==> src/rtl/direct_sched_pkg.sv <==
// Shared shader types plus the class/phase encodings used by the direct-lighting scheduler.
`ifndef MISS_COLOR
`define MISS_COLOR 32'h3DCC_CCCD
`endif

package direct_sched_pkg;

    typedef logic [7:0]  rayID_t;
    typedef logic [31:0] float_t;

    typedef struct packed {
        rayID_t rayID;
        float_t color;
    } calc_direct_to_BM_t;

    localparam float_t MISS_COLOR_C = `MISS_COLOR;

    typedef enum logic [1:0] {
        CL_LIT  = 2'd0,
        CL_AMB  = 2'd1,
        CL_MISS = 2'd2,
        CL_BAD  = 2'd3
    } class_e;

    typedef enum logic [1:0] {
        PH_V0 = 2'd0,
        PH_V1 = 2'd1,
        PH_V2 = 2'd2
    } phase_e;

    function automatic class_e classify(input logic is_shadow, input logic miss);
        if (is_shadow) return miss ? CL_LIT : CL_AMB;
        return miss ? CL_MISS : CL_BAD;
    endfunction

    function automatic class_e next_cls(input class_e c);
        case (c)
            CL_LIT:  return CL_AMB;
            CL_AMB:  return CL_MISS;
            default: return CL_LIT;
        endcase
    endfunction

endpackage

==> src/rtl/direct_sched_fifo.sv <==
// Registered-storage FIFO; data pushed in one cycle is visible on o_dout from the next.
module sched_fifo
    import direct_sched_pkg::*;
#(
    parameter int unsigned WIDTH = 40,
    parameter int unsigned DEPTH = 4
) (
    input  logic             i_clk,
    input  logic             i_rst_n,
    input  logic             i_push,
    input  logic [WIDTH-1:0] i_din,
    input  logic             i_pop,
    output logic [WIDTH-1:0] o_dout,
    output logic             o_empty,
    output logic             o_full
);
    localparam int unsigned AW = (DEPTH > 1) ? $clog2(DEPTH) : 1;
    localparam int unsigned CW = $clog2(DEPTH + 1);

    logic [WIDTH-1:0] r_mem [DEPTH];
    logic [AW-1:0]    r_wr;
    logic [AW-1:0]    r_rd;
    logic [CW-1:0]    r_cnt;
    logic             w_push;
    logic             w_pop;

    function automatic logic [AW-1:0] inc(input logic [AW-1:0] p);
        return (p == AW'(DEPTH - 1)) ? '0 : p + AW'(1);
    endfunction

    assign o_empty = (r_cnt == '0);
    assign o_full  = (r_cnt == CW'(DEPTH));
    assign w_push  = i_push && !o_full;
    assign w_pop   = i_pop && !o_empty;
    assign o_dout  = r_mem[r_rd];

    always_ff @(posedge i_clk) begin
        if (w_push) r_mem[r_wr] <= i_din;
    end

    always_ff @(posedge i_clk or negedge i_rst_n) begin
        if (!i_rst_n) begin
            r_wr  <= '0;
            r_rd  <= '0;
            r_cnt <= '0;
        end else begin
            if (w_push) r_wr <= inc(r_wr);
            if (w_pop)  r_rd <= inc(r_rd);
            if (w_push && !w_pop)      r_cnt <= r_cnt + CW'(1);
            else if (!w_push && w_pop) r_cnt <= r_cnt - CW'(1);
        end
    end

endmodule

==> src/rtl/direct_sched.sv <==
// Phase-strobed issue of shading rays into lit/ambient pipes, delay-matched result capture,
// credit-guarded per-class FIFOs and a round-robin output arbiter with stall hold.
module direct_sched
    import direct_sched_pkg::*;
#(
    parameter int unsigned LAT_LIT = 99,
    parameter int unsigned LAT_AMB = 5,
    parameter int unsigned DEPTH   = 4
) (
    input  logic                                   clk,
    input  logic                                   rst,
    output logic                                   v0,
    output logic                                   v1,
    output logic                                   v2,
    input  logic                                   in_valid,
    output logic                                   in_stall,
    input  logic                                   in_is_shadow,
    input  logic                                   in_miss,
    input  logic [$bits(rayID_t)-1:0]              in_rayID,
    output logic                                   issue_lit,
    output logic                                   issue_amb,
    output logic [$bits(rayID_t)-1:0]              issue_rayID,
    input  logic [$bits(float_t)-1:0]              lit_color,
    input  logic [$bits(float_t)-1:0]              amb_color,
    output logic                                   out_valid,
    input  logic                                   out_stall,
    output logic [$bits(calc_direct_to_BM_t)-1:0] out_data,
    output logic                                   err_bad_class
);
    localparam int unsigned CW = $clog2(DEPTH + 1);
    localparam int unsigned W  = $bits(calc_direct_to_BM_t);

    phase_e             r_phase;
    phase_e             w_phase_nxt;
    class_e             w_cls;
    logic               w_credit_ok;
    logic               w_accept;
    logic [CW-1:0]      r_credit [3];
    logic [2:0]         w_take;
    logic [2:0]         w_push;
    logic [2:0]         w_pop;
    logic [2:0]         w_empty;
    logic [2:0]         w_full;
    logic [2:0]         w_ne;
    logic               r_err;
    logic [LAT_LIT-1:0] r_lit_v;
    rayID_t             r_lit_id [LAT_LIT];
    logic [LAT_AMB-1:0] r_amb_v;
    rayID_t             r_amb_id [LAT_AMB];
    calc_direct_to_BM_t w_din [3];
    calc_direct_to_BM_t w_head [3];
    class_e             r_ptr;
    class_e             r_hold_cls;
    logic               r_hold;
    class_e             w_c2;
    class_e             w_c3;
    class_e             w_grant;
    logic               w_xfer;

    always_ff @(posedge clk or negedge rst) begin
        if (!rst) r_phase <= PH_V0;
        else      r_phase <= w_phase_nxt;
    end

    always_comb begin
        w_phase_nxt = PH_V0;
        case (r_phase)
            PH_V0:   w_phase_nxt = PH_V1;
            PH_V1:   w_phase_nxt = PH_V2;
            default: w_phase_nxt = PH_V0;
        endcase
    end

    assign v0 = (r_phase == PH_V0);
    assign v1 = (r_phase == PH_V1);
    assign v2 = (r_phase == PH_V2);

    assign w_cls = classify(in_is_shadow, in_miss);

    // The full term is redundant with the credit but keeps the FIFO guard explicit.
    always_comb begin
        w_credit_ok = 1'b1;
        case (w_cls)
            CL_LIT:  w_credit_ok = (r_credit[0] != '0) && !w_full[0];
            CL_AMB:  w_credit_ok = (r_credit[1] != '0) && !w_full[1];
            CL_MISS: w_credit_ok = (r_credit[2] != '0) && !w_full[2];
            default: w_credit_ok = 1'b1;
        endcase
    end

    assign w_accept    = rst && in_valid && v0 && w_credit_ok;
    assign in_stall    = rst && in_valid && !(v0 && w_credit_ok);
    assign issue_lit   = w_accept && (w_cls == CL_LIT);
    assign issue_amb   = w_accept && (w_cls == CL_AMB);
    assign issue_rayID = (issue_lit || issue_amb) ? in_rayID : '0;
    assign w_take      = {w_accept && (w_cls == CL_MISS), issue_amb, issue_lit};

    always_ff @(posedge clk or negedge rst) begin
        if (!rst) begin
            for (int unsigned c = 0; c < 3; c++) r_credit[c] <= CW'(DEPTH);
            r_err <= 1'b0;
        end else begin
            for (int unsigned c = 0; c < 3; c++) begin
                if (w_take[c] && !w_pop[c])      r_credit[c] <= r_credit[c] - CW'(1);
                else if (!w_take[c] && w_pop[c]) r_credit[c] <= r_credit[c] + CW'(1);
            end
            if (w_accept && (w_cls == CL_BAD)) r_err <= 1'b1;
        end
    end

    assign err_bad_class = r_err;

    always_ff @(posedge clk or negedge rst) begin
        if (!rst) begin
            r_lit_v <= '0;
            for (int unsigned i = 0; i < LAT_LIT; i++) r_lit_id[i] <= '0;
        end else begin
            r_lit_v[0]  <= issue_lit;
            r_lit_id[0] <= in_rayID;
            for (int unsigned i = 1; i < LAT_LIT; i++) begin
                r_lit_v[i]  <= r_lit_v[i-1];
                r_lit_id[i] <= r_lit_id[i-1];
            end
        end
    end

    always_ff @(posedge clk or negedge rst) begin
        if (!rst) begin
            r_amb_v <= '0;
            for (int unsigned i = 0; i < LAT_AMB; i++) r_amb_id[i] <= '0;
        end else begin
            r_amb_v[0]  <= issue_amb;
            r_amb_id[0] <= in_rayID;
            for (int unsigned i = 1; i < LAT_AMB; i++) begin
                r_amb_v[i]  <= r_amb_v[i-1];
                r_amb_id[i] <= r_amb_id[i-1];
            end
        end
    end

    assign w_push = {w_take[2], r_amb_v[LAT_AMB-1], r_lit_v[LAT_LIT-1]};
    assign w_din[0] = '{rayID: r_lit_id[LAT_LIT-1], color: lit_color};
    assign w_din[1] = '{rayID: r_amb_id[LAT_AMB-1], color: amb_color};
    assign w_din[2] = '{rayID: in_rayID, color: MISS_COLOR_C};

    for (genvar g = 0; g < 3; g++) begin : g_fifo
        sched_fifo #(
            .WIDTH (W),
            .DEPTH (DEPTH)
        ) u_fifo (
            .i_clk   (clk),
            .i_rst_n (rst),
            .i_push  (w_push[g]),
            .i_din   (w_din[g]),
            .i_pop   (w_pop[g]),
            .o_dout  (w_head[g]),
            .o_empty (w_empty[g]),
            .o_full  (w_full[g])
        );
    end

    assign w_ne      = ~w_empty;
    assign out_valid = |w_ne;
    assign w_c2      = next_cls(r_ptr);
    assign w_c3      = next_cls(w_c2);

    // A stalled grant is latched so a late push into a higher-priority class cannot steal it.
    always_comb begin
        w_grant = r_ptr;
        if (r_hold)            w_grant = r_hold_cls;
        else if (w_ne[r_ptr])  w_grant = r_ptr;
        else if (w_ne[w_c2])   w_grant = w_c2;
        else                   w_grant = w_c3;
    end

    always_comb begin
        out_data = w_head[0];
        case (w_grant)
            CL_AMB:  out_data = w_head[1];
            CL_MISS: out_data = w_head[2];
            default: out_data = w_head[0];
        endcase
    end

    assign w_xfer = out_valid && !out_stall;
    assign w_pop  = {w_xfer && (w_grant == CL_MISS), w_xfer && (w_grant == CL_AMB),
                     w_xfer && (w_grant == CL_LIT)};

    always_ff @(posedge clk or negedge rst) begin
        if (!rst) begin
            r_ptr      <= CL_LIT;
            r_hold     <= 1'b0;
            r_hold_cls <= CL_LIT;
        end else begin
            r_hold <= out_valid && out_stall;
            if (out_valid && out_stall) r_hold_cls <= w_grant;
            if (w_xfer) r_ptr <= next_cls(w_grant);
        end
    end

endmodule

==> config.mk <==
export PLATFORM = sky130hd
export DESIGN_NAME = direct_sched
export DESIGN_NICKNAME = d
export VERILOG_FILES = /design/src/rtl/direct_sched_pkg.sv /design/src/rtl/direct_sched_fifo.sv /design/src/rtl/direct_sched.sv
export SDC_FILE = /design/constraint.sdc
export NUM_CORES = 1
export LEC_CHECK = 0
export CORE_MARGIN = 5
export CORE_UTILIZATION = 30
export CTS_BUF_LIST = sky130_fd_sc_hd__clkbuf_4 sky130_fd_sc_hd__clkbuf_8
export CTS_CLUSTER_DIAMETER = 120
export DETAILED_ROUTE_END_ITERATION = 10
export SYNTH_ARGS = -nofsm -noshare
export SYNTH_HDL_FRONTEND = slang
export SYNTH_HIERARCHICAL = 1
export SYNTH_SLANG_ARGS = --single-unit
==> constraint.sdc <==
create_clock -name clk -period 4.8 [get_ports clk]
set_clock_uncertainty 0.05 [all_clocks]
set_input_delay 0.48 -clock clk [delete_from_list [all_inputs] [get_ports clk]]
set_output_delay 0.48 -clock clk [all_outputs]
set_load 0.05 [all_outputs]
## Word level (Yosys, flattened, before mapping)

Memory sizes are Yosys's and may differ from the RTL's.
Index checks and enable logic that the tools add are counted.

| operators by class | value |
|---|---|
| add/subtract/negate cells | 18 |
| $mul | 0 |
| div/mod/pow operators | 0 |
| magnitude comparators | 2 |
| equality and inequality tests | 18 |
| shift operators | 0 |
| muxes and demuxes | 43 |
| bitwise operators | 1 |
| reductions and logical operators | 74 |

Operator list:

| operator | count |
|---|---|
| 40-bit case mux with 2 select lines | 1 |
| 3-bit two-way mux | 12 |
| 1-bit logical AND | 35 |
| 2-bit two-way mux | 11 |
| 2-bit == test, second input constant | 10 |
| 1-bit zero test | 20 |
| 3-bit by 1-bit adder with 3-bit output, second input constant | 6 |
| 3-bit by 1-bit subtractor with 3-bit output, second input constant | 6 |
| 2-bit case mux with 2 select lines | 4 |
| 2-bit by 1-bit adder with 2-bit output, second input constant | 6 |
| 2-bit nonzero test | 6 |
| 1-bit two-way mux | 11 |
| 2-bit by 1-bit == test with 1-bit output, second input constant | 5 |
| 2-bit zero test | 5 |
| 3-bit == test, second input constant | 3 |
| 3-bit zero test | 3 |
| 3-bit nonzero test | 3 |
| 8-bit two-way mux | 1 |
| 2-bit by 3-bit < comparator with 1-bit output, second input constant | 2 |
| 1-bit binary-select mux with 2-bit select | 2 |
| 3-bit inverter | 1 |
| 1-bit case mux with 3 select lines | 1 |
| 3-bit OR reduction | 1 |
| 1-bit logical OR | 1 |

| storage, ports and cells | value |
|---|---|
| register bits after elaboration | 934 |
| latch bits | 0 |
| RAM bits | 352 |
| memory bits (read-only) | 0 |
| input port bits | 78 |
| output and inout port bits | 56 |
| logic and storage cells | 277 |
| memories kept | 3 |

Memories:

| memory | words | bits a word | read ports | clocked after Yosys merged registers in | write ports | RTL line | source |
|---|---|---|---|---|---|---|---|
| g_fifo[0].u_fifo.r_mem | 4 | 40 | 1 | 0 | 1 | direct_sched_fifo.sv:20 | `logic [WIDTH-1:0] r_mem [DEPTH];` |
| g_fifo[1].u_fifo.r_mem | 4 | 40 | 1 | 0 | 1 | direct_sched_fifo.sv:20 |  |
| g_fifo[2].u_fifo.r_mem | 4 | 8 | 1 | 0 | 1 | direct_sched_fifo.sv:20 |  |

## Longest topological paths before layout

Gate-level depths: netlist (run 1).

| depth | value |
|---|---|
| word-level depth | 13 |
| depth in mapped cells | 16 |
| gate-level depth less buffers | 14 |

## Modules after synthesis

The synthesis (run 1) kept the hierarchy.

Modules (own cells, without submodules):

| module | times used | cells an instance | area each (um2) | sequential area each (um2) |
|---|---|---|---|---|
| direct_sched | 1 | 1,147 | 24,283.3 | 22,850.7 |
| sched_fifo | 3 | 247 | 6,242.2 | 4,979.8 |

## Worst setup path after synthesis (run 1)

Ideal clock, no wire load.

| timing path | value |
|---|---|
| path type | register -> register |
| start point | register r_phase[0] |
| end point | register r_credit[5] (netlist bit) |
| setup time | 0.075 ns |
| arrival | 4.451 ns |
| setup slack | 0.225 ns |
| stages on the path, launching flop included | 10 |
| clock period less this slack | 4.575 ns |
| path through | dfrtp_1 -> nor2_1 -> nand4_1 -> nor4_1 -> ha_1 -> inv_1 -> fa_1 -> xor2_1 -> nor2_1 -> xor2_1 |

| between the ends | value |
|---|---|
| word-level cells in the longest chain between the ends | 7 |

RTL lines:

| item | RTL line | source |
|---|---|---|
| from (decl) | direct_sched.sv:33 | `phase_e r_phase;` |
| from (signal assigned) | direct_sched.sv:62 | `else r_phase <= w_phase_nxt;` |
| 2-bit zero test * | direct_sched.sv:74 | `assign v0 = (r_phase == PH_V0);` |
| via v0 | direct_sched.sv:12 | `output logic v0,` |
| 1-bit logical AND * (2 in a row) | direct_sched.sv:91 | `assign w_accept = rst && in_valid && v0 && w_credit_ok;` |
| 1-bit logical AND * | direct_sched.sv:94 | `assign issue_amb = w_accept && (w_cls == CL_AMB);` |
| via issue_amb | direct_sched.sv:21 | `output logic issue_amb,` |
| 1-bit zero test | direct_sched.sv:105 | `else if (!w_take[c] && w_pop[c]) r_credit[c] <= r_credit[c] + CW'(1);` |
| 1-bit logical AND | direct_sched.sv:105 |  |
| 2-bit nonzero test (no source line) | - |  |
| to (signal, indexed assignment) | direct_sched.sv:104 | `if (w_take[c] && !w_pop[c]) r_credit[c] <= r_credit[c] - CW'(1);` |
| to (signal, indexed assignment) | direct_sched.sv:105 |  |
| to (decl) | direct_sched.sv:38 | `logic [CW-1:0] r_credit [3];` |

Mark *: on every way through the listed nets, which the timed path passes. The rest lies on a longest branch.
A chain may end at the register's enable or synchronous reset.

## Worst setup path after layout (run 1)

| timing path | value |
|---|---|
| start point | register g_fifo[2].u_fifo.r_cnt[0] |
| end point | output port out_data[34] |

| between the ends | value |
|---|---|
| word-level cells in the longest chain between the ends | 9 |

RTL lines:

| item | RTL line | source |
|---|---|---|
| from (decl) | direct_sched_fifo.sv:23 | `logic [CW-1:0] r_cnt;` |
| from (signal assigned) | direct_sched_fifo.sv:49 | `if (w_push && !w_pop) r_cnt <= r_cnt + CW'(1);` |
| from (signal assigned) | direct_sched_fifo.sv:50 | `else if (!w_push && w_pop) r_cnt <= r_cnt - CW'(1);` |
| 3-bit zero test * | direct_sched_fifo.sv:31 | `assign o_empty = (r_cnt == '0);` |
| via w_empty[2] | direct_sched.sv:42 | `logic [2:0] w_empty;` |
| 3-bit inverter * | direct_sched.sv:162 | `assign w_ne = ~w_empty;` |
| 1-bit binary-select mux with 2-bit select | direct_sched.sv:172 | `else if (w_ne[w_c2]) w_grant = w_c2;` |
| 1-bit two-way mux (implied by the code) | direct_sched.sv:172 |  |
| 2-bit two-way mux | direct_sched.sv:172 |  |
| 2-bit two-way mux * | direct_sched.sv:171 | `else if (w_ne[r_ptr]) w_grant = r_ptr;` |
| 2-bit two-way mux * | direct_sched.sv:170 | `if (r_hold) w_grant = r_hold_cls;` |
| 2-bit == test / 2-bit by 1-bit == test with 1-bit output (equally long branches) | direct_sched.sv:178 | `case (w_grant)` |
| 40-bit case mux with 2 select lines * | direct_sched.sv:178 |  |
| to (decl) | direct_sched.sv:27 | `output logic [$bits(calc_direct_to_BM_t)-1:0] out_data,` |

Mark *: on every way through the listed nets, which the timed path passes. The rest lies on a longest branch. The select of a mux whose other input is x is not followed.

==> impl_metrics.json, run 1 <==
{
  "cts_made_buffers": 197,
  "critPathMostFrequentCell": "buf_4",
  "place_congestion": 0.721,
  "cp-end-kind": "primary output",
  "syn-cell-area_um2": 43000,
  "grt_usage": 0.107,
  "ctsLongestPathBuffers": 3,
  "die_y_um": 389,
  "fin_crit_ns": 4.45,
  "post-dp-hpwl_um": 47100,
  "synth_top_cell_area_share": 0.542,
  "grt_pass1_vias": 19200,
  "ys_warn_count": 6,
  "reg2reg_slack_ns": 1.07,
  "via_per_inst": 4.04,
  "synthArstFlopShare": 0.661,
  "highest_layer": "met5",
  "portBuffers": 133,
  "antenna_found_initial": 17,
  "nNetsFinal": 2448,
  "fin_crit_sh": 0.927,
  "synth_area_leader_cell": "dfrtp_1",
  "fp.dieW_um": 389,
  "syn_area_per_cell_um2": 22.8,
  "drt_iter0_drc": 1171,
  "worst_path_largest_cell_delay_ns": 0.48,
  "cts_tree": "yes",
  "setup-tns-final_ns": 0,
  "synth_edf_count": 480,
  "initial_core_util": 0.301,
  "arrival_ns": 3.92,
  "slew_violations": 0,
  "grt_max_degree": 168,
  "ys_seq_elements": 1414,
  "overflow": 0,
  "power.total_mw": 29.7,
  "setup_violations": 0,
  "synth_cell_types": 48,
  "tightest_slew_ns": 1.04,
  "yosysMostFrequentCell": "dfrtp_1",
  "grt_pass1_wl_um": 122000,
  "critPathKind": "reg -> out",
  "drive_above_1_share": 0.241,
  "first_pass_iters": 5,
  "hp-class": "in -> async",
  "cp_top_family": "simple AND/OR/NAND/NOR gates",
  "critPathSlowestCell": "dfrtp_1",
  "io_pins": 134,
  "critPathBufInv": 2,
  "pwr_density_cell_nw_per_um2": 572,
  "wl_per_cell_um": 18.1,
  "drv_cap": 0,
  "cts_max_level": 4,
  "synth_area_leaders": "dfrtp_1 (54%), edfxtp_1 (34%), mux4_2 (6.3%), ha_1 (0.73%), a22oi_1 (0.70%)",
  "rsz0062_at_grt": "false",
  "seq_area_frac_synth": 0.879,
  "final_hold_viol_count": 0,
  "power.leakage_nw": 21.6,
  "rows": 139,
  "synthFlopType": "dfrtp_1",
  "start_kind": "register",
  "irDropWorstVdd_uv": 966,
  "clk_latency_ns": 0.87,
  "slew_headroom": 0.309,
  "core-area_um2": 143000,
  "syn_inst": 1888,
  "crit_chain": "nor3_2 > and4bb_1 > or3_4 > mux2i_2 > ha_4 > buf_4 > nor2_1 > a21oi_1 > buf_4",
  "cts_root_buf": "clkbuf_8",
  "fin_util": 0.363,
  "die_area_um2": 151000,
  "syn2layout_area_growth_pct": 20.8,
  "required_ns": 4.27,
  "met2_length_um": 35500,
  "synthTopCellsByCount": "dfrtp_1 (931), edfxtp_1 (480), mux4_2 (120)",
  "routed_wl_um": 79700,
  "worstPathMaxFanout": 24,
  "drc": 0,
  "vias": 17800,
  "dr_wl_met3_um": 5590,
  "drtAntennaViolNets": 0,
  "outcome": "complete, no violations",
  "fmax_mhz": 225,
  "clk_pin_slew_ns": 0.06,
  "cts_sinks": 1414,
  "met1_length_um": 36900
}
==> worst reg2reg max path, stage by stage (launching register included) <==
cell and delay [ns]:
dfrtp_1 0.48, nor3_2 0.33, and4bb_1 0.23, or3_4 0.40
mux2i_2 0.35, ha_4 0.45, nand2_1 0.18, inv_1 0.10
o31ai_2 0.10, ha_1 0.23, inv_1 0.07, fa_1 0.40
mux2_2 0.27
==> layer usage <==
metal / vias up / track usage
li1: 7643 / -
met1: 9530 / 0.152
met2: 461 / 0.155
met3: 147 / 0.0345
met4: 14 / 0.0354
met5: - / 0
==> where the power goes <==
part           switching (mW)  internal (mW)  leakage, nW  total, mW
Combinational            4.13           2.65         2.97       6.78
Sequential              0.337           12.8         16.3       13.1
Clock                    4.43           5.38         2.30       9.82
==> stage by stage <==
stage	setup WS (ns)	cells	hold slack [ns]	cell area, um^2
after floorplan	0.225	2014	0.134	43500
after global placement	0.685	4039	0.282	47500
after detailed placement	0.652	4039	0.285	47500
after CTS	0.0432	4403	0.0667	51900
after global routing	0.0474	4403	0.130	51900
final	0.348	4410	0.164	52000
==> cells in the final DEF (no fill, tap or decap), types with 7 or more instances in the layout <==
cell type and count:
inv_1 26, nand2_1 9, buf_12 32, mux4_2 120, and2_2 9, conb_1 128, clkdlybuf4s50_1 92, nor2_1 50
edfxtp_1 480, clkbuf_4 62, clkinv_2 27, ha_1 22, a21oi_1 42, clkbuf_8 236, diode_2 7, mux2_4 7
clkinv_1 12, xor2_1 12, nor3b_1 9, bufinv_16 7, dfrtp_1 925, a22oi_1 40, nor3_1 7, buf_4 48
==> worst paths after layout <==
check / from / endpoint / cells past startpoint
worst max register to register: g_fifo[2].u_fifo/r_cnt[0] / g_fifo[1].u_fifo/r_cnt[1] / 12
max in group asynchronous: rst / r_lit_id[259] / 5
min in group clk: amb_color[24] / g_fifo[1].u_fifo/r_mem[3][24] / 1
worst max-delay path: g_fifo[2].u_fifo/r_cnt[0] / out_data[34] / 9
worst min-delay path: rst / r_phase[0] / 3
worst min register to register: r_lit_id[528] / r_lit_id[520] / 0
==> kinds of logic after synthesis <==
| kind of cell | Yosys count | share of synthesized area |
|---|---|---|
| other | 2 | 0.000175 |
| buffers and inverters | 75 | 0.00951 |
| XOR/XNOR | 18 | 0.00367 |
| adder cells (fa/ha/maj) | 31 | 0.0101 |
| AO/OA/AOI/OAI | 99 | 0.0153 |
| flip-flops | 1414 | 0.879 |
| AND/OR/NAND/NOR | 110 | 0.0143 |
| multiplexers | 139 | 0.0683 |
==> timing repair <==
| item | CTS | global route |
|---|---|---|
| hold endpoints to repair | 211 | 0 |
| pin swaps | 1 | 0 |
| buffers inserted | 2 | 0 |
| gates resized for setup | 1 | 4 |
| setup endpoints to repair | 31 | 40 |
| hold buffers | 2 | 0 |
==> sequential cells by signal, indices dropped and copies added, names as in the netlist <==
| name | flops |
|---|---|
| r_lit_id | 752 |
| g_fifo.u_fifo/r_mem | 480 |
| r_lit_v | 99 |
| r_amb_id | 40 |
| g_fifo.u_fifo/r_cnt | 9 |
| r_credit | 9 |
| g_fifo.u_fifo/r_rd | 6 |
| g_fifo.u_fifo/r_wr | 6 |
| r_amb_v | 5 |
| r_hold_cls | 2 |
| r_phase | 2 |
| r_ptr | 2 |
| err_bad_class | 1 |
| r_hold | 1 |
==> area by class of cell <==
class	instances	area [um^2]
clock buffers	298	3710
diodes	7	17.5
multi-input cells	525	5370
inverters	26	97.6
clock inverters	62	612
repair buffers	175	1970
flip-flops and latches	1414	37800
well taps	1903	2380
fillers	13100	91000
Note: power is estimated with default switching activity, not from simulation.
==> run 2, diff against run 1 <==
Settings changed: CORE_ASPECT_RATIO set to 0.75.
==> run 2 against run 1 <==
Net effect: final area down 0.15%; worst hold slack worse by 0.040 ns; via count down 1.4%; utilization about the same; critical path depth unchanged.
==> impl_metrics.json, run 2 (synthesis results as in run 1) <==
{
  "rsz0062_at_grt": "false",
  "outcome": "complete, no violations",
  "first_pass_iters": 4,
  "critPathBufInv": 2,
  "overflow": 0,
  "stdcell_area_um2": 51900,
  "largest_register": "r_lit_id",
  "power.leakage_nw": 21.5,
  "io_pins": 134,
  "clk_latency_ns": 0.85,
  "worst_path_largest_cell_delay_ns": 0.53,
  "wl_per_cell_um": 17.9,
  "setup-tns-final_ns": 0,
  "largestRegisters": "r_lit_id: 752 flops, g_fifo.u_fifo/r_mem: 480 flops, r_lit_v: 99 flops",
  "rows": 120,
  "setup_violations": 0,
  "hp-class": "in -> async",
  "place_congestion": 0.762,
  "via_per_inst": 4.00,
  "fp.dieW_um": 447,
  "routed_wl_um": 78400,
  "worstPathMaxFanout": 33,
  "pre_cts_ws_ns": 0.622,
  "syn2layout_area_growth_pct": 20.6,
  "tightest_slew_ns": 1.03,
  "worst_slack_ns": 0.227,
  "drv_cap": 0,
  "multi_input_area_um2": 5380,
  "fin_crit_ns": 4.57,
  "start_kind": "register",
  "clk_pin_slew_ns": 0.07,
  "crit_chain": "nor3_2 > and2b_2 > a211o_2 > o21a_1 > ha_1 > buf_4 > a22oi_1 > a21oi_1 > buf_12",
  "grt_max_degree": 172,
  "grt_pass1_wl_um": 118000,
  "ctsLongestPathBuffers": 3,
  "cts_made_buffers": 190,
  "fin_crit_sh": 0.953,
  "portBuffers": 133,
  "critPathKind": "reg -> out",
  "antenna_found_initial": 10,
  "cts_root_buf": "clkbuf_8",
  "slew_violations": 0,
  "pwr_density_cell_nw_per_um2": 578,
  "cts_sinks": 1414,
  "arrival_ns": 4.04,
  "cp_top_family": "compound AO/OA/AOI/OAI gates",
  "drt_iter0_drc": 1244,
  "cts_max_level": 4,
  "cp-end-kind": "primary output",
  "final_hold_viol_count": 0,
  "fillers": 13000,
  "grt_pass1_vias": 18500,
  "final_common_cell": "dfrtp_1",
  "cts_tree": "yes",
  "initial_core_util": 0.302,
  "irDropWorstVdd_uv": 421,
  "place_area_um2": 47700,
  "drtAntennaViolNets": 0,
  "critPathSlowestCell": "a21oi_1",
  "die_area_um2": 151000,
  "nNetsFinal": 2438,
  "drive_above_1_share": 0.240,
  "required_ns": 4.27,
  "most-common-layout-cells": "dfrtp_1 (926), edfxtp_1 (480), clkbuf_8 (229), conb_1 (128), mux4_2 (120)",
  "grt_usage": 0.105,
  "slew_headroom": 0.313,
  "regArea_um2": 37800,
  "post-dp-hpwl_um": 48900,
  "power.total_mw": 30.0,
  "core-area_um2": 143000,
  "drc": 0,
  "die_y_um": 338,
  "vias": 17600,
  "fmax_mhz": 219,
  "largest_reg_flops": 752
}
run 2: cell types whose count changed in the layout (fill, tap and decap cells not counted), sizes merged:
cell / before / now
inv: 36 / 39
clkinvlp: 2 / 3
clkinv: 43 / 29
clkbuf: 298 / 306
diode: 7 / 6
bufinv: 7 / 3
clkdlybuf4s50: 92 / 87
buf: 82 / 84
run 2: final timing paths:
kind / startpoint / to / slack (ns) / cells past startpoint
setup / recovery: g_fifo[1].u_fifo/r_cnt[0] / out_data[20] / 0.23 / 9
hold / removal: rst / r_lit_v[23] / 0.12 / 2
setup reg to reg: g_fifo[2].u_fifo/r_cnt[0] / g_fifo[2].u_fifo/r_cnt[2] / 1.10 / 14
hold reg to reg: r_lit_id[335] / r_lit_id[327] / 0.28 / 0
max in group asynchronous: rst / r_lit_id[698] / 2.43 / 4
min in group clk: amb_color[26] / g_fifo[1].u_fifo/r_mem[3][26] / 0.20 / 1
run 2: area by class of cell:
cell class,instances,area share
inverter,26,0.00188
multi-input combinational,525,0.104
sequential,1414,0.728
tap,1891,0.0456
antenna,6,0.000289
timing repair buffer,172,0.0403
clock inverter,48,0.00803
clock buffer,306,0.0719
run 2: routing by layer:
layer  vias to the layer above  global-route usage  share of wire
met1                      9385               0.154           0.48
met4                         2              0.0386          0.024
met3                       135              0.0302          0.057
met5                         -                   0        0.00017
li1                       7637                   -              -
met2                       393               0.149           0.44
run 2: power by group:
part | total [mW] | internal, mW | leakage (nW) | switching (mW)
combinational | 7.42 | 3.08 | 3.03 | 4.34
clock | 9.48 | 5.15 | 2.21 | 4.34
sequential | 13.1 | 12.8 | 16.3 | 0.324
total | 30.0 | 21.0 | 21.5 | 9.00
run 2: per-stage QoR:
stage | hold WS, ns | instances | util
6_report | 0.124 | 4388 | 0.364
3_5_place_dp | 0.285 | 4027 | 0.334
3_3_place_gp | 0.281 | 4027 | 0.334
4_1_cts | 0.0375 | 4382 | 0.363
5_1_grt | 0.104 | 4384 | 0.364
2_1_floorplan | 0.134 | 2014 | -
run 2: timing repair:
item	CTS	global route
pin swaps	0	0
hold buffers	1	0
setup endpoints to repair	39	31
endpoints found under the hold margin	61	0
gates resized for setup	4	9
cloned	0	0
buffers inserted	0	0
==> run 3, diff against run 2 <==
==> constraint.sdc (replaced) <==
create_clock -name clk -period 4.8 [get_ports clk]
set_clock_uncertainty 0.05 [all_clocks]
set_input_delay 0.72 -clock clk [delete_from_list [all_inputs] [get_ports clk]]
set_output_delay 0.72 -clock clk [all_outputs]
set_load 0.05 [all_outputs]
==> run 3 against run 2 <==
Net effect: utilization up 0.16 points; register-to-register slack got worse by 0.17 ns; sequential share of layout area decreased by 0.31 points; routed wire length is 0.90% higher; count of clock-buffer cells in the layout is 2 lower; first-iteration DRC count increased by 6.3%; die area stayed put; critical path depth increased by 1; worst hold slack better by 0.15 ns; clock power rose by 0.6%; critical path type unchanged; critical endpoint is now out_data[21]; largest cell class unchanged; highest routed layer is now met4.
==> impl_metrics.json, run 3 (synthesis results as in run 1) <==
{
  "multi_input_area_um2": 5350,
  "cts_tree": "yes",
  "first_pass_iters": 5,
  "initial_core_util": 0.302,
  "io_pins": 134,
  "largest_reg_flops": 752,
  "final_hold_viol_count": 0,
  "switching_share": 0.297,
  "hp-class": "reg -> reg",
  "nNetsFinal": 2442,
  "cp-end-kind": "primary output",
  "rows": 120,
  "power_frac_seq": 0.434,
  "cts_max_level": 4,
  "grt_usage": 0.106,
  "required_ns": 4.03,
  "power.total_mw": 30.2,
  "wl_per_cell_um": 18.0,
  "fillers": 13000,
  "fin_crit_sh": 0.951,
  "clk_latency_ns": 0.84,
  "clk_pin_slew_ns": 0.07,
  "portBuffers": 133,
  "power.leakage_nw": 21.6,
  "power.switching_mw": 8.98,
  "largest_register": "r_lit_id",
  "drive_above_1_share": 0.241,
  "worstPathMaxFanout": 32,
  "cts_sinks": 1414,
  "overflow": 0,
  "fin_util": 0.365,
  "setup_violations": 0,
  "routed_wl_um": 79100,
  "grt_pass1_vias": 18600,
  "largestRegisters": "r_lit_id: 752 flops, g_fifo.u_fifo/r_mem: 480 flops, r_lit_v: 99 flops",
  "intPower_mw": 21.3,
  "slew_violations": 0,
  "outcome": "complete, no violations",
  "final_common_cell": "dfrtp_1",
  "clkPwrFrac": 0.316,
  "place_congestion": 0.762,
  "setup-tns-final_ns": 0,
  "p_comb_frac": 0.251,
  "start_kind": "register",
  "fmax_mhz": 219,
  "irDropWorstVdd_uv": 539,
  "syn2layout_area_growth_pct": 21.2,
  "slew_headroom": 0.334,
  "die_y_um": 338,
  "cts_made_buffers": 190,
  "most-common-layout-cells": "dfrtp_1 (926), edfxtp_1 (480), clkbuf_8 (229), conb_1 (128), mux4_2 (120)",
  "holdWs_ns": 0.272,
  "post-dp-hpwl_um": 48100,
  "fp.dieW_um": 447,
  "vias": 17700,
  "drt_iter0_drc": 1322,
  "antenna_found_initial": 15,
  "cts_setup_buffers": 0,
  "pwr_density_cell_nw_per_um2": 580,
  "arrival_ns": 3.80,
  "drv_cap": 0,
  "via_per_inst": 4.03,
  "drtAntennaViolNets": 0,
  "grt_pass1_wl_um": 119000,
  "reg2reg_slack_ns": 0.93,
  "grt_max_degree": 170,
  "core-area_um2": 143000,
  "rsz0062_at_grt": "false",
  "fin_crit_ns": 4.57,
  "drc": 0,
  "critPathKind": "reg -> out",
  "cts_root_buf": "clkbuf_8",
  "ctsLongestPathBuffers": 3,
  "regArea_um2": 37800,
  "die_area_um2": 151000,
  "tightest_slew_ns": 0.998
}
run 3: worst paths after layout:
check	from	endpoint	cells past startpoint
setup / recovery	g_fifo[2].u_fifo/r_cnt[0]	out_data[21]	10
hold / removal	r_lit_id[587]	r_lit_id[579]	0
setup reg to reg	g_fifo[2].u_fifo/r_cnt[0]	g_fifo[1].u_fifo/r_cnt[1]	13
hold reg to reg	r_lit_id[587]	r_lit_id[579]	0
max in group asynchronous	rst	r_lit_id[354]	4
min in group asynchronous	rst	r_lit_id[705]	2
run 3: layout make-up:
class	count	share of cell area
Sequential cell	1414	0.725
Antenna cell	4	0.000192
Clock inverter	46	0.00896
Clock buffer	304	0.0713
Multi-Input combinational cell	525	0.103
Timing Repair Buffer	176	0.0442
Inverter	26	0.00187
Tap cell	1891	0.0454
run 3: through the flow:
stage | std cells | area [um^2] | worst slack [ns]
after CTS | 4382 | 52100 | 0.0324
after floorplan | 2014 | 43500 | 0.225
after global routing | 4383 | 52100 | 0.0429
after global placement | 4031 | 47900 | 0.683
final | 4386 | 52100 | 0.235
after detailed placement | 4031 | 47900 | 0.622
run 3: routing by layer:
| metal | vias up | GRT usage | share of wire |
|---|---|---|---|
| met5 | - | 0 | 0 |
| met2 | 461 | 0.153 | 0.45 |
| li1 | 7623 | - | - |
| met1 | 9458 | 0.156 | 0.47 |
| met4 | 0 | 0.0381 | 0.023 |
| met3 | 133 | 0.0276 | 0.061 |
run 3: critical path, stage by stage (launching register included):
cell,delay (ns)
dfrtp_1,0.50
nor3_4,0.31
and4bb_1,0.22
or3_4,0.39
mux2_2,0.27
ha_1,0.32
buf_6,0.25
a22oi_1,0.25
a21oi_2,0.13
buf_4,0.18
buf_12,0.14
run 3: power groups by stage:
| stage | logic (mW) | registers (mW) | clock network [mW] |
|---|---|---|---|
| global route | 7.89 | 13.1 | 10.5 |
| detailed placement | 7.61 | 13.3 | 0 |
| CTS | 7.64 | 13.1 | 9.90 |
| floorplan | 3.95 | 13.2 | 0 |
| global placement | 7.58 | 13.3 | 0 |
| finish | 7.58 | 13.1 | 9.54 |
run 3: timing repair:
| item | 4_1_cts | 5_1_grt |
|---|---|---|
| setup endpoints to repair | 38 | 14 |
| gates resized for setup | 6 | 4 |
| hold endpoints to repair | 44 | 0 |
| hold buffers | 1 | 0 |
